--- config.mk ---
export PLATFORM = sky130hd
export DESIGN_NAME = instruction_fetch_flat
export DESIGN_NICKNAME = d
export VERILOG_FILES = /design/src/rtl/risc_pkg.sv /design/src/rtl/instruction_fetch_if.sv /design/src/rtl/instruction_fetch_pc_reg.sv /design/src/rtl/instruction_fetch.sv /design/src/flat_wrapper.sv
export SDC_FILE = /design/constraint.sdc
export NUM_CORES = 1
export LEC_CHECK = 0
export CAP_MARGIN = 25
export CORE_MARGIN = 8
export CORE_UTILIZATION = 43
export DETAILED_ROUTE_END_ITERATION = 16
export MAX_ROUTING_LAYER = met4
export PLACE_DENSITY_LB_ADDON = 0.08
export SETUP_SLACK_MARGIN = 0.05
export SLEW_MARGIN = 30
export SYNTH_ARGS = -nofsm -noshare
export SYNTH_HDL_FRONTEND = slang
export SYNTH_SLANG_ARGS = --single-unit
--- constraint.sdc ---
create_clock -name clk -period 1.9 [get_ports clk]
set_input_delay 0.19 -clock clk [delete_from_list [all_inputs] [get_ports clk]]
set_output_delay 0.19 -clock clk [all_outputs]
set_load 0.01 [all_outputs]
--- src/rtl/risc_pkg.sv ---
// Shared fetch-stage types: instruction/opcode widths, fetch FSM state encoding and
// the default reset PC.
package risc_pkg;

    localparam int          INSTR_W          = 32;
    localparam int          OPCODE_W         = 4;
    localparam logic [31:0] RESET_PC_DEFAULT = 32'h0000_0000;

    typedef enum logic [1:0] {
        FS_IDLE = 2'd0,
        FS_REQ  = 2'd1,
        FS_LOAD = 2'd2
    } fetch_state_e;

    function automatic logic [OPCODE_W-1:0] instr_opcode(input logic [INSTR_W-1:0] instr);
        return instr[INSTR_W-1 -: OPCODE_W];
    endfunction

endpackage

--- src/rtl/instruction_fetch_if.sv ---
// Instruction memory read port. A read is offered while mem_req=1 with mem_addr held
// stable; the cycle in which mem_ack=1 completes it and mem_rdata is valid only then.
interface instruction_fetch_if #(
    parameter int ADDR_W = 32
);
    logic                         mem_req;
    logic [ADDR_W-1:0]            mem_addr;
    logic                         mem_ack;
    logic [risc_pkg::INSTR_W-1:0] mem_rdata;

    modport master (
        output mem_req,
        output mem_addr,
        input  mem_ack,
        input  mem_rdata
    );

    modport slave (
        input  mem_req,
        input  mem_addr,
        output mem_ack,
        output mem_rdata
    );
endinterface

--- src/rtl/instruction_fetch_pc_reg.sv ---
// Program counter: a redirect load has priority over the sequential increment; the
// increment wraps modulo 2^ADDR_W.
module pc_reg #(
    parameter int                ADDR_W   = 32,
    parameter logic [ADDR_W-1:0] RESET_PC = '0,
    parameter int                PC_STEP  = 4
) (
    input  logic              clk,
    input  logic              rst,
    input  logic              load_i,
    input  logic [ADDR_W-1:0] target_i,
    input  logic              inc_i,
    output logic [ADDR_W-1:0] pc_o
);
    logic [ADDR_W-1:0] pc_q;
    logic [ADDR_W-1:0] pc_d;

    always_comb begin
        pc_d = pc_q;
        if (load_i) begin
            pc_d = target_i;
        end else if (inc_i) begin
            pc_d = pc_q + ADDR_W'(PC_STEP);
        end
    end

    always_ff @(posedge clk or negedge rst) begin
        if (!rst) begin
            pc_q <= RESET_PC;
        end else begin
            pc_q <= pc_d;
        end
    end

    assign pc_o = pc_q;
endmodule

--- src/rtl/instruction_fetch.sv ---
// Fetch stage: owns the PC, reads instruction words over the memory port and strobes
// them into the instruction register. Optional ack timeout enabled by FETCH_TIMEOUT_EN.
module instruction_fetch
    import risc_pkg::*;
#(
    parameter int                ADDR_W   = 32,
    parameter logic [ADDR_W-1:0] RESET_PC = ADDR_W'(RESET_PC_DEFAULT),
    parameter int                PC_STEP  = 4
`ifdef FETCH_TIMEOUT_EN
    ,
    parameter int                TIMEOUT  = 15
`endif
) (
    input  logic                clk,
    input  logic                rst,
    input  logic                next_fetch,
    input  logic                branch_en,
    input  logic [ADDR_W-1:0]   branch_target,
    instruction_fetch_if.master mem,
    output logic                ldir,
    output logic [INSTR_W-1:0]  ir_data,
    output logic [ADDR_W-1:0]   pc_out,
    output logic                busy,
    output logic                fetch_err,
    output fetch_state_e        state_o
);
    fetch_state_e       state_q;
    logic               mem_req_q;
    logic [ADDR_W-1:0]  mem_addr_q;
    logic               ldir_q;
    logic [INSTR_W-1:0] ir_data_q;
    logic [ADDR_W-1:0]  pc_out_q;
    logic               redirect_pend_q;

    logic [ADDR_W-1:0]  pc;
    logic               pc_inc;
    logic               discard;

    // A redirect seen now or earlier in this request turns the returning word into a bubble.
    assign discard = branch_en | redirect_pend_q;
    assign pc_inc  = (state_q == FS_REQ) & mem.mem_ack & ~discard;

    pc_reg #(
        .ADDR_W   (ADDR_W),
        .RESET_PC (RESET_PC),
        .PC_STEP  (PC_STEP)
    ) u_pc (
        .clk      (clk),
        .rst      (rst),
        .load_i   (branch_en),
        .target_i (branch_target),
        .inc_i    (pc_inc),
        .pc_o     (pc)
    );

`ifdef FETCH_TIMEOUT_EN
    localparam int CNT_W = $clog2(TIMEOUT + 1);
    logic [CNT_W-1:0] wait_cnt_q;
    logic             fetch_err_q;
    logic             timeout_hit;

    assign timeout_hit = (wait_cnt_q == CNT_W'(TIMEOUT - 1));
`endif

    always_ff @(posedge clk or negedge rst) begin
        if (!rst) begin
            state_q         <= FS_IDLE;
            mem_req_q       <= 1'b0;
            mem_addr_q      <= RESET_PC;
            ldir_q          <= 1'b0;
            ir_data_q       <= '0;
            pc_out_q        <= RESET_PC;
            redirect_pend_q <= 1'b0;
`ifdef FETCH_TIMEOUT_EN
            wait_cnt_q      <= '0;
            fetch_err_q     <= 1'b0;
`endif
        end else begin
            ldir_q <= 1'b0;
            unique case (state_q)
                FS_IDLE: begin
                    if (next_fetch) begin
                        state_q    <= FS_REQ;
                        mem_req_q  <= 1'b1;
                        mem_addr_q <= branch_en ? branch_target : pc;
`ifdef FETCH_TIMEOUT_EN
                        wait_cnt_q <= '0;
`endif
                    end
                end
                FS_REQ: begin
                    if (mem.mem_ack) begin
                        if (discard) begin
                            // Keep mem_req high and reissue at the redirected PC.
                            mem_addr_q      <= branch_en ? branch_target : pc;
                            redirect_pend_q <= 1'b0;
                        end else begin
                            state_q    <= FS_LOAD;
                            mem_req_q  <= 1'b0;
                            ldir_q     <= 1'b1;
                            ir_data_q  <= mem.mem_rdata;
                            pc_out_q   <= mem_addr_q;
                        end
`ifdef FETCH_TIMEOUT_EN
                        wait_cnt_q <= '0;
`endif
                    end else begin
`ifdef FETCH_TIMEOUT_EN
                        if (timeout_hit) begin
                            fetch_err_q     <= 1'b1;
                            mem_req_q       <= 1'b0;
                            state_q         <= FS_IDLE;
                            redirect_pend_q <= 1'b0;
                        end else begin
                            wait_cnt_q <= wait_cnt_q + CNT_W'(1);
                            if (branch_en) redirect_pend_q <= 1'b1;
                        end
`else
                        if (branch_en) redirect_pend_q <= 1'b1;
`endif
                    end
                end
                FS_LOAD: state_q <= FS_IDLE;
                default: state_q <= FS_IDLE;
            endcase
        end
    end

    assign mem.mem_req  = mem_req_q;
    assign mem.mem_addr = mem_addr_q;
    assign ldir         = ldir_q;
    assign ir_data      = ir_data_q;
    assign pc_out       = pc_out_q;
    assign busy         = (state_q != FS_IDLE);
    assign state_o      = state_q;
`ifdef FETCH_TIMEOUT_EN
    assign fetch_err    = fetch_err_q;
`else
    assign fetch_err    = 1'b0;
`endif
endmodule

--- src/flat_wrapper.sv ---
// flat-port wrapper written by rule: the top's interface ports become plain ports
module instruction_fetch_flat import risc_pkg::*;
#(
    parameter int                ADDR_W   = 32,
    parameter logic [ADDR_W-1:0] RESET_PC = ADDR_W'(RESET_PC_DEFAULT),
    parameter int                PC_STEP  = 4

)
  (clk, rst, next_fetch, branch_en, branch_target, ldir, ir_data, pc_out, busy, fetch_err, state_o, mem_mem_req, mem_mem_addr, mem_mem_ack, mem_mem_rdata);
  instruction_fetch_if #(.ADDR_W(ADDR_W)) mem_i ();
  input  logic clk;
  input  logic rst;
  input  logic next_fetch;
  input  logic branch_en;
  input  logic [ADDR_W-1:0] branch_target;
  output logic ldir;
  output logic [INSTR_W-1:0] ir_data;
  output logic [ADDR_W-1:0] pc_out;
  output logic busy;
  output logic fetch_err;
  output fetch_state_e state_o;
  output wire logic [$bits(mem_i.mem_req)-1:0] mem_mem_req;
  output wire logic [$bits(mem_i.mem_addr)-1:0] mem_mem_addr;
  input wire logic [$bits(mem_i.mem_ack)-1:0] mem_mem_ack;
  input wire logic [$bits(mem_i.mem_rdata)-1:0] mem_mem_rdata;
  assign mem_mem_req = mem_i.mem_req;
  assign mem_mem_addr = mem_i.mem_addr;
  assign mem_i.mem_ack = mem_mem_ack;
  assign mem_i.mem_rdata = mem_mem_rdata;
  instruction_fetch #(.ADDR_W(ADDR_W), .RESET_PC(RESET_PC), .PC_STEP(PC_STEP)) u_core (.clk(clk), .rst(rst), .next_fetch(next_fetch), .branch_en(branch_en), .branch_target(branch_target), .mem(mem_i), .ldir(ldir), .ir_data(ir_data), .pc_out(pc_out), .busy(busy), .fetch_err(fetch_err), .state_o(state_o));
endmodule
==> Implementation_results.wiki, run 1 <==
{| class="wikitable"
! Metric !! Value
|-
| Final weighted congestion in routability-driven placement || 0.842
|-
| Count of unique library cells instantiated by Yosys || 47
|-
| Diode count || 0
|-
| Number of synthesized flops with an enable pin || 0
|-
| Part of the Yosys area used for sequential elements || 55.8%
|-
| Final setup violation count || 0
|-
| GRT Residual Overflow || 0
|-
| Final cycle utilization of the critical path || 97.8%
|-
| Via count of the first global-routing pass || 5824
|-
| Via count normalized by instance count || 5.23
|-
| Type of destination of the critical path || flop
|-
| CP startpoint kind || flop
|-
| Iteration count of the initial detailed-routing pass || 5
|-
| FF-to-FF setup slack || 0.04 ns
|-
| Nets@finish || 944
|-
| Root cell of the clock tree || clkbuf_16
|-
| Overall power of the completed layout || 12.9 mW
|-
| Violation count after the first detailed-routing iteration || 400
|-
| Critical register-to-register path startpoint || u_core.redirect_pend_q
|-
| Detailed Place HPWL || 13.2 mm
|-
| Internal Dissipation || 8.64 mW
|-
| Hold violation count in the final report || 0
|-
| Clock sink count || 133
|-
| Count of pins on the block boundary || 171
|-
| Achievable Freq || 538 MHz
|-
| Clk pwr share || 24.7%
|-
| DRC violations left || 0
|-
| Rows || 43
|-
| Placeable core region || 13700 um2
|-
| Number of max-slew violations in the final report || 0
|-
| Startpoint-to-endpoint class of the critical path || reg2reg
|-
| Number of maximum-capacitance constraint violations || 0
|-
| Highest net fanout along the worst path || 2
|-
| Initial Util || 43.4%
|-
| Clock tree from TritonCTS || done
|-
| Result of the run || finished clean
|-
| Top flip-flop cell by instance count after synthesis || dfrtp_1
|-
| DR WL/cell || 16.8 um
|-
| Share of cells above drive strength 1 || 15.3%
|-
| Global-route usage over all layers || 21.3%
|-
| Arrival time of the worst setup path || 2.19 ns
|-
| Number of synthesized register bits || 133
|-
| Largest voltage drop on the vdd net || 810 uV
|-
| Number of H-tree branching levels || 4
|-
| Logic gate share of total power || 39.2%
|-
| Source-to-sink clock delay at the later pin of the worst-skew pair || 0.41 ns
|-
| Net switching power figure || 4.24 mW
|-
| Number of instances in the placed design || 1028
|-
| Top cells by area, synth || dfrtp_1 56%, nand2_1 14%, nor2_1 3.3%
|-
| Final Critical Period || 1.86 ns
|-
| Worst min-delay path class || in2reg
|-
| Horiz. Die Dim || 134 um
|-
| Switching Fraction || 32.9%
|-
| Share of async-settable or async-resettable flops after synthesis || 100%
|-
| Launching element of the worst setup path || u_core.redirect_pend_q
|-
| Overall die height || 134 um
|-
| First-pass GRT wire length || 29.9 mm
|-
| Antenna violation net count after detailed routing || 0
|-
| Initial antenna violation count || 0
|-
| Gate count after technology mapping || 652
|-
| Lkg Pwr || 4.08 nW
|-
| Clock-pin slew on the worst setup and hold paths || 0.06 ns
|-
| Post-synthesis instance area || 5960 um2
|-
| Power per standard cell area || 1430 nW/um2
|-
| Via count || 5580
|-
| Detailed-route wire length || 17.9 mm
|-
| Final instance count without filler cells || 1067
|-
| Largest net degree at the start of global routing || 48
|-
| Min-Delay Startpoint || branch_en
|-
| Final standard cell utilization of the core || 65.9%
|-
| TritonCTS buffer count || 17
|-
| Required time of the worst setup path || 2.23 ns
|-
| Setup repair after global routing missed its margin || true
|-
| Total of buffers placed on input and output ports || 169
|-
| Yosys Warn Count || 0
|-
| Syn nets || 722
|-
| Seq pwr share || 36.2%
|-
| Buffers from clock root to sink, at most || 2
|-
| Cell type with the largest total area after synthesis || dfrtp_1
|-
| Relative area change from synthesis to final layout || 51.6%
|-
| Avg Cell Area, Syn || 9.14 um2
|-
| Area share of the largest cell type after synthesis || 55.8%
|-
| Worst Skew || 0.00702 ns
|-
| Die ar. || 17900 um2
|}
registers in the layout, indices dropped and copies added, names as in the netlist:
signal / cells
u_core.mem.mem_req: 1
u_core.pc_out: 32
u_core.u_pc.pc_o: 32
u_core.state_o: 2
u_core.mem.mem_addr: 32
u_core.redirect_pend_q: 1
u_core.ldir: 1
u_core.ir_data: 32
routing by layer:
metal	global-route usage, %	vias up	share of wire, %
met5	-	-	0
met4	6.80	0	1.4
met3	6.40	19	7.3
met2	32.8	183	47
met1	26.3	2711	44
li1	-	2667	-
stage by stage:
step	hold slack [ns]	instance area, um2	setup TNS (ns)	worst slack, ns
2_1_floorplan	-0.106	5980	-0.0430	-0.0330
3_3_place_gp	0.140	8300	-2.78	-0.218
3_5_place_dp	0.145	8300	-5.44	-0.228
4_1_cts	0.166	8920	0	0.0342
5_1_grt	0.193	9040	-0.0542	-0.0282
6_report	0.191	9040	0	0.0409
worst paths after layout:
| check | cells past startpoint | end |
|---|---|---|
| worst max-delay path | 4 | u_core.u_pc.pc_o[22] |
| worst min-delay path | 3 | u_core.redirect_pend_q |
| worst max register to register | 4 | u_core.u_pc.pc_o[22] |
| worst min register to register | 2 | u_core.ir_data[8] |
| max in group asynchronous | 3 | u_core.u_pc.pc_o[9] |
| min in group asynchronous | 2 | u_core.pc_out[17] |
power groups by stage:
| stage | Sequential (mW) | Clock, mW | Combinational [mW] |
|---|---|---|---|
| floorplan | 5.09 | 0 | 1.52 |
| global placement | 4.63 | 0 | 4.99 |
| detailed placement | 4.69 | 0 | 5.06 |
| CTS | 4.66 | 3.24 | 5.09 |
| global route | 4.82 | 3.37 | 5.54 |
| finish | 4.66 | 3.18 | 5.05 |
cell usage in the layout (no fill, tap or decap), drive strengths merged, types with 6 or more instances in the layout:
cell | synthesis | layout
a21oi | 34 | 34
a31oi | 15 | 15
and4 | 11 | 11
buf | 14 | 73
clkbuf | 24 | 19
clkdlybuf4s50 | 0 | 166
clkinv | 0 | 8
dfrtp | 133 | 133
inv | 6 | 6
mux2 | 6 | 6
mux2i | 17 | 17
nand2 | 216 | 216
nand3 | 12 | 12
nand4 | 18 | 18
nor2 | 53 | 53
nor2b | 6 | 6
nor4 | 6 | 6
o21ai | 13 | 13
o31ai | 7 | 7
or4 | 8 | 8
Yosys cell counts, types with 2 or more instances:
cell	instances
nand2_1	216
dfrtp_1	133
nor2_1	53
a21oi_1	34
clkbuf_1	24
nand4_1	18
mux2i_1	17
a31oi_1	15
o21ai_0	13
nand3_1	12
and4_1	11
buf_1	8
o31ai_1	7
or4_1	7
inv_1	6
mux2_2	6
nor2b_1	6
and3_1	5
buf_2	5
nor3_1	5
nor4_1	5
xor2_1	5
a221o_1	4
and2_1	4
or3_1	4
a22oi_1	3
a311oi_1	3
a211oi_1	2
nand2b_1	2
xnor2_1	2
critical path: stages, from the launching register on:
cell     delay [ns]
dfrtp_1        0.39
or3b_4         0.40
or4_4          0.42
or4_4          0.41
a31oi_1        0.16
kinds of logic (layout without fill, tap and decap cells):
group	Yosys count	in the layout	share of synthesized area, %
simple gates	357	357	27.0
mux	23	23	3.99
buf+inv	44	279	2.94
xor+xnor	7	7	1.03
compound gates	86	86	8.88
flops	133	133	55.8
fa+ha+maj	1	1	0.210
other cells	1	1	0.0629
final cells by class:
cell class                 count  area (um2)
multi-input combinational    475        2560
timing repair buffer         241        2320
tap                          180         225
sequential                   133        3330
clock buffer                  19         443
fill                        1146        4680
clock inverter                13         134
inverter                       6        22.5
timing repair:
action / in CTS / in global routing
hold endpoints to repair: 43 / 0
setup buffers: 2 / 4
resized for setup: 5 / 19
setup endpoints to repair: 10 / 16
pin swaps: 1 / 12
hold buffers: 1 / 0
Note: power is estimated with default switching activity, not from simulation.
==> run 2: changes to the inputs <==
--- a/config.mk
+++ b/config.mk
@@ -6,6 +6,7 @@
 export NUM_CORES = 1
 export LEC_CHECK = 0
 export CAP_MARGIN = 25
+export CORE_ASPECT_RATIO = 0.7
 export CORE_MARGIN = 8
 export CORE_UTILIZATION = 43
 export DETAILED_ROUTE_END_ITERATION = 16
==> Implementation_results.wiki, run 2 (synthesis results as in run 1) <==
{| class="wikitable"
! Metric !! Value
|-
| Sum of negative setup slack || 0 ns (unchanged)
|-
| Die ar. || 17900 um2 (about the same)
|-
| Final cycle utilization of the critical path || 98.0% (was 97.8%)
|-
| Violation count after the first detailed-routing iteration || 393 (was 400)
|-
| Hold violation count in the final report || 0 (unchanged)
|-
| GRT Residual Overflow || 0 (unchanged)
|-
| Worst Hold Path Cells || 4 (was 3)
|-
| FF-to-FF setup slack || 0.04 ns (about the same)
|-
| Final setup violation count || 0 (unchanged)
|-
| Startpoint-to-endpoint class of the critical path || reg2reg (unchanged)
|-
| Via count || 5586 (was 5580)
|-
| Placeable core region || 13700 um2 (about the same)
|-
| Achievable Freq || 537 MHz (was 538 MHz)
|-
| Min-Delay Startpoint || branch_en (unchanged)
|-
| Most common library cell in the layout ignoring fill and taps || nand2_1 (unchanged)
|-
| Setup repair after global routing missed its margin || true (unchanged)
|-
| Detailed-route wire length || 19.2 mm (was 17.9 mm)
|-
| Iteration count of the initial detailed-routing pass || 4 (was 5)
|-
| Root cell of the clock tree || clkbuf_16 (unchanged)
|-
| CP startpoint kind || flop (unchanged)
|-
| Number of max-slew violations in the final report || 0 (unchanged)
|-
| Largest voltage drop on the vdd net || 753 uV (was 810 uV)
|-
| Final Critical Period || 1.86 ns (about the same)
|-
| Arrival time of the worst setup path || 2.22 ns (was 2.19 ns)
|-
| Count of pins on the block boundary || 171 (unchanged)
|-
| Antenna violation net count after detailed routing || 0 (unchanged)
|-
| Reg-to-reg critical path endpoint || u_core.u_pc.pc_o[19] (was u_core.u_pc.pc_o[22])
|-
| Crit path max-delay cell type || or4b_2 (was or4_4)
|-
| Horiz. Die Dim || 157 um (was 134 um)
|-
| Highest net fanout along the worst path || 6 (was 2)
|-
| Power per standard cell area || 1470 nW/um2 (was 1430 nW/um2)
|-
| Global-route usage over all layers || 22.0% (was 21.3%)
|-
| Buffers from clock root to sink, at most || 2 (unchanged)
|-
| Via count of the first global-routing pass || 5733 (was 5824)
|-
| Final weighted congestion in routability-driven placement || 0.929 (was 0.842)
|-
| Diode count || 0 (unchanged)
|-
| Number of H-tree branching levels || 4 (unchanged)
|-
| TritonCTS buffer count || 17 (unchanged)
|-
| Fillcell total || 1080 (was 1146)
|-
| Final standard cell utilization of the core || 67.4% (was 65.9%)
|-
| Number of maximum-capacitance constraint violations || 0 (unchanged)
|-
| Lkg Pwr || 4.17 nW (was 4.08 nW)
|-
| Endpoint of the worst hold path || u_core.mem.mem_addr[22] (was u_core.redirect_pend_q)
|-
| DR WL/cell || 17.7 um (was 16.8 um)
|-
| Nets@finish || 950 (was 944)
|-
| Critical register-to-register path startpoint || u_core.u_pc.pc_o[5] (was u_core.redirect_pend_q)
|-
| DRC violations left || 0 (unchanged)
|-
| Source-to-sink clock delay at the later pin of the worst-skew pair || 0.43 ns (was 0.41 ns)
|-
| Detailed Place HPWL || 13.5 mm (was 13.2 mm)
|-
| Relative area change from synthesis to final layout || 55.4% (was 51.6%)
|-
| First-pass GRT wire length || 29.9 mm (about the same)
|-
| Rows || 36 (was 43)
|-
| Clock-pin slew on the worst setup and hold paths || 0.06 ns (about the same)
|-
| Number of buffers and inverters on the critical path || 1 (was 0)
|-
| Share of cells above drive strength 1 || 16.0% (was 15.3%)
|-
| Initial antenna violation count || 0 (unchanged)
|-
| Overall die height || 114 um (was 134 um)
|-
| Commonest cells after routing, fill and taps aside || 215 x nand2_1, 166 x clkdlybuf4s50_1, 132 x dfrtp_1, 66 x buf_4, 53 x nor2_1 (was 215 x nand2_1, 166 x clkdlybuf4s50_1, 130 x dfrtp_1, 62 x buf_4, 53 x nor2_1)
|-
| Largest net degree at the start of global routing || 49 (was 48)
|-
| Result of the run || finished clean (unchanged)
|-
| Max stage delay on crit path || 0.69 ns (was 0.42 ns)
|-
| Type of destination of the critical path || flop (unchanged)
|-
| Smallest hold slack || 0.258 ns (was 0.191 ns)
|-
| Total of buffers placed on input and output ports || 169 (unchanged)
|-
| Initial Util || 43.4% (about the same)
|-
| Family with the most delay on the worst path || simple AND/OR/NAND/NOR gates (unchanged)
|-
| Cell breakdown of the critical path || buf_4 -> and4_2 -> nand4_1 -> or4b_2 -> nand3_1 (was or3b_4 -> or4_4 -> or4_4 -> a31oi_1)
|-
| Via count normalized by instance count || 5.16 (was 5.23)
|-
| Worst Skew || 0.00959 ns (was 0.00702 ns)
|-
| Logic depth of the worst register-to-register path || 5 (was 4)
|-
| Required time of the worst setup path || 2.26 ns (was 2.23 ns)
|-
| Clock tree from TritonCTS || done (unchanged)
|-
| Worst min-delay path class || in2reg (unchanged)
|-
| Clock sink count || 133 (unchanged)
|}
-- run 2: layer usage --
metal | wire length, um | GRT usage, % | vias to the layer above
met4 | 207 | 7.08 | 0
met2 | 8780 | 32.7 | 175
li1 | - | - | 2694
met3 | 1400 | 6.86 | 23
met5 | 0 | - | -
met1 | 8830 | 28.1 | 2694
-- run 2: worst max path at each step --
stage                                 startpoint              endpoint  slack [ns]  cells past startpoint
after floorplan              u_core.u_pc.pc_o[2]  u_core.u_pc.pc_o[18]       -0.03                      6
after global placement               mem_mem_ack  u_core.u_pc.pc_o[26]       -0.32                      7
after detailed placement             mem_mem_ack  u_core.u_pc.pc_o[14]       -0.33                      7
after CTS                 u_core.redirect_pend_q  u_core.u_pc.pc_o[30]        0.04                      6
after global routing      u_core.redirect_pend_q  u_core.u_pc.pc_o[19]       -0.05                      5
final                        u_core.u_pc.pc_o[5]  u_core.u_pc.pc_o[19]        0.04                      5
-- run 2: cell type report --
cell class	instances	area (um2)	share of cell area, %
Clock buffer	21	470	5.08
Inverter	6	25.0	0.270
Tap cell	190	238	2.57
Sequential cell	133	3330	35.9
Multi-Input combinational cell	475	2600	28.0
Clock inverter	11	196	2.12
Timing Repair Buffer	247	2400	26.0
-- run 2: worst reg2reg max path: stages, from the launching register on --
cell and delay (ns):
dfrtp_1 0.37, buf_4 0.15, and4_2 0.29, nand4_1 0.21
or4b_2 0.69, nand3_1 0.09
-- run 2: stage by stage --
stage / cells / power (mW) / area (um2) / worst slack (ns)
global route: 1083 / 14.4 / 9260 / -0.0469
finish: 1083 / 13.6 / 9260 / 0.0380
floorplan: 652 / 6.61 / 5980 / -0.0330
detailed placement: 1039 / 9.81 / 8340 / -0.331
CTS: 1075 / 13.6 / 9060 / 0.0388
global placement: 1039 / 9.66 / 8340 / -0.324
-- run 2: report_power, final --
group	leakage, nW	switching, mW	total, mW	internal [mW]
registers	1.58	0.721	4.64	3.92
clock network	0.320	1.26	3.70	2.44
logic	2.27	2.41	5.24	2.82
total	4.17	4.39	13.6	9.19
-- run 2: timing repair --
| item | in CTS | in global routing |
|---|---|---|
| gates cloned | 0 | 2 |
| resized for setup | 7 | 19 |
| pin swaps | 5 | 11 |
| hold endpoints to repair | 44 | 0 |
| endpoints found under the setup margin | 16 | 39 |
| hold buffers | 1 | 0 |
| buffers inserted | 3 | 6 |
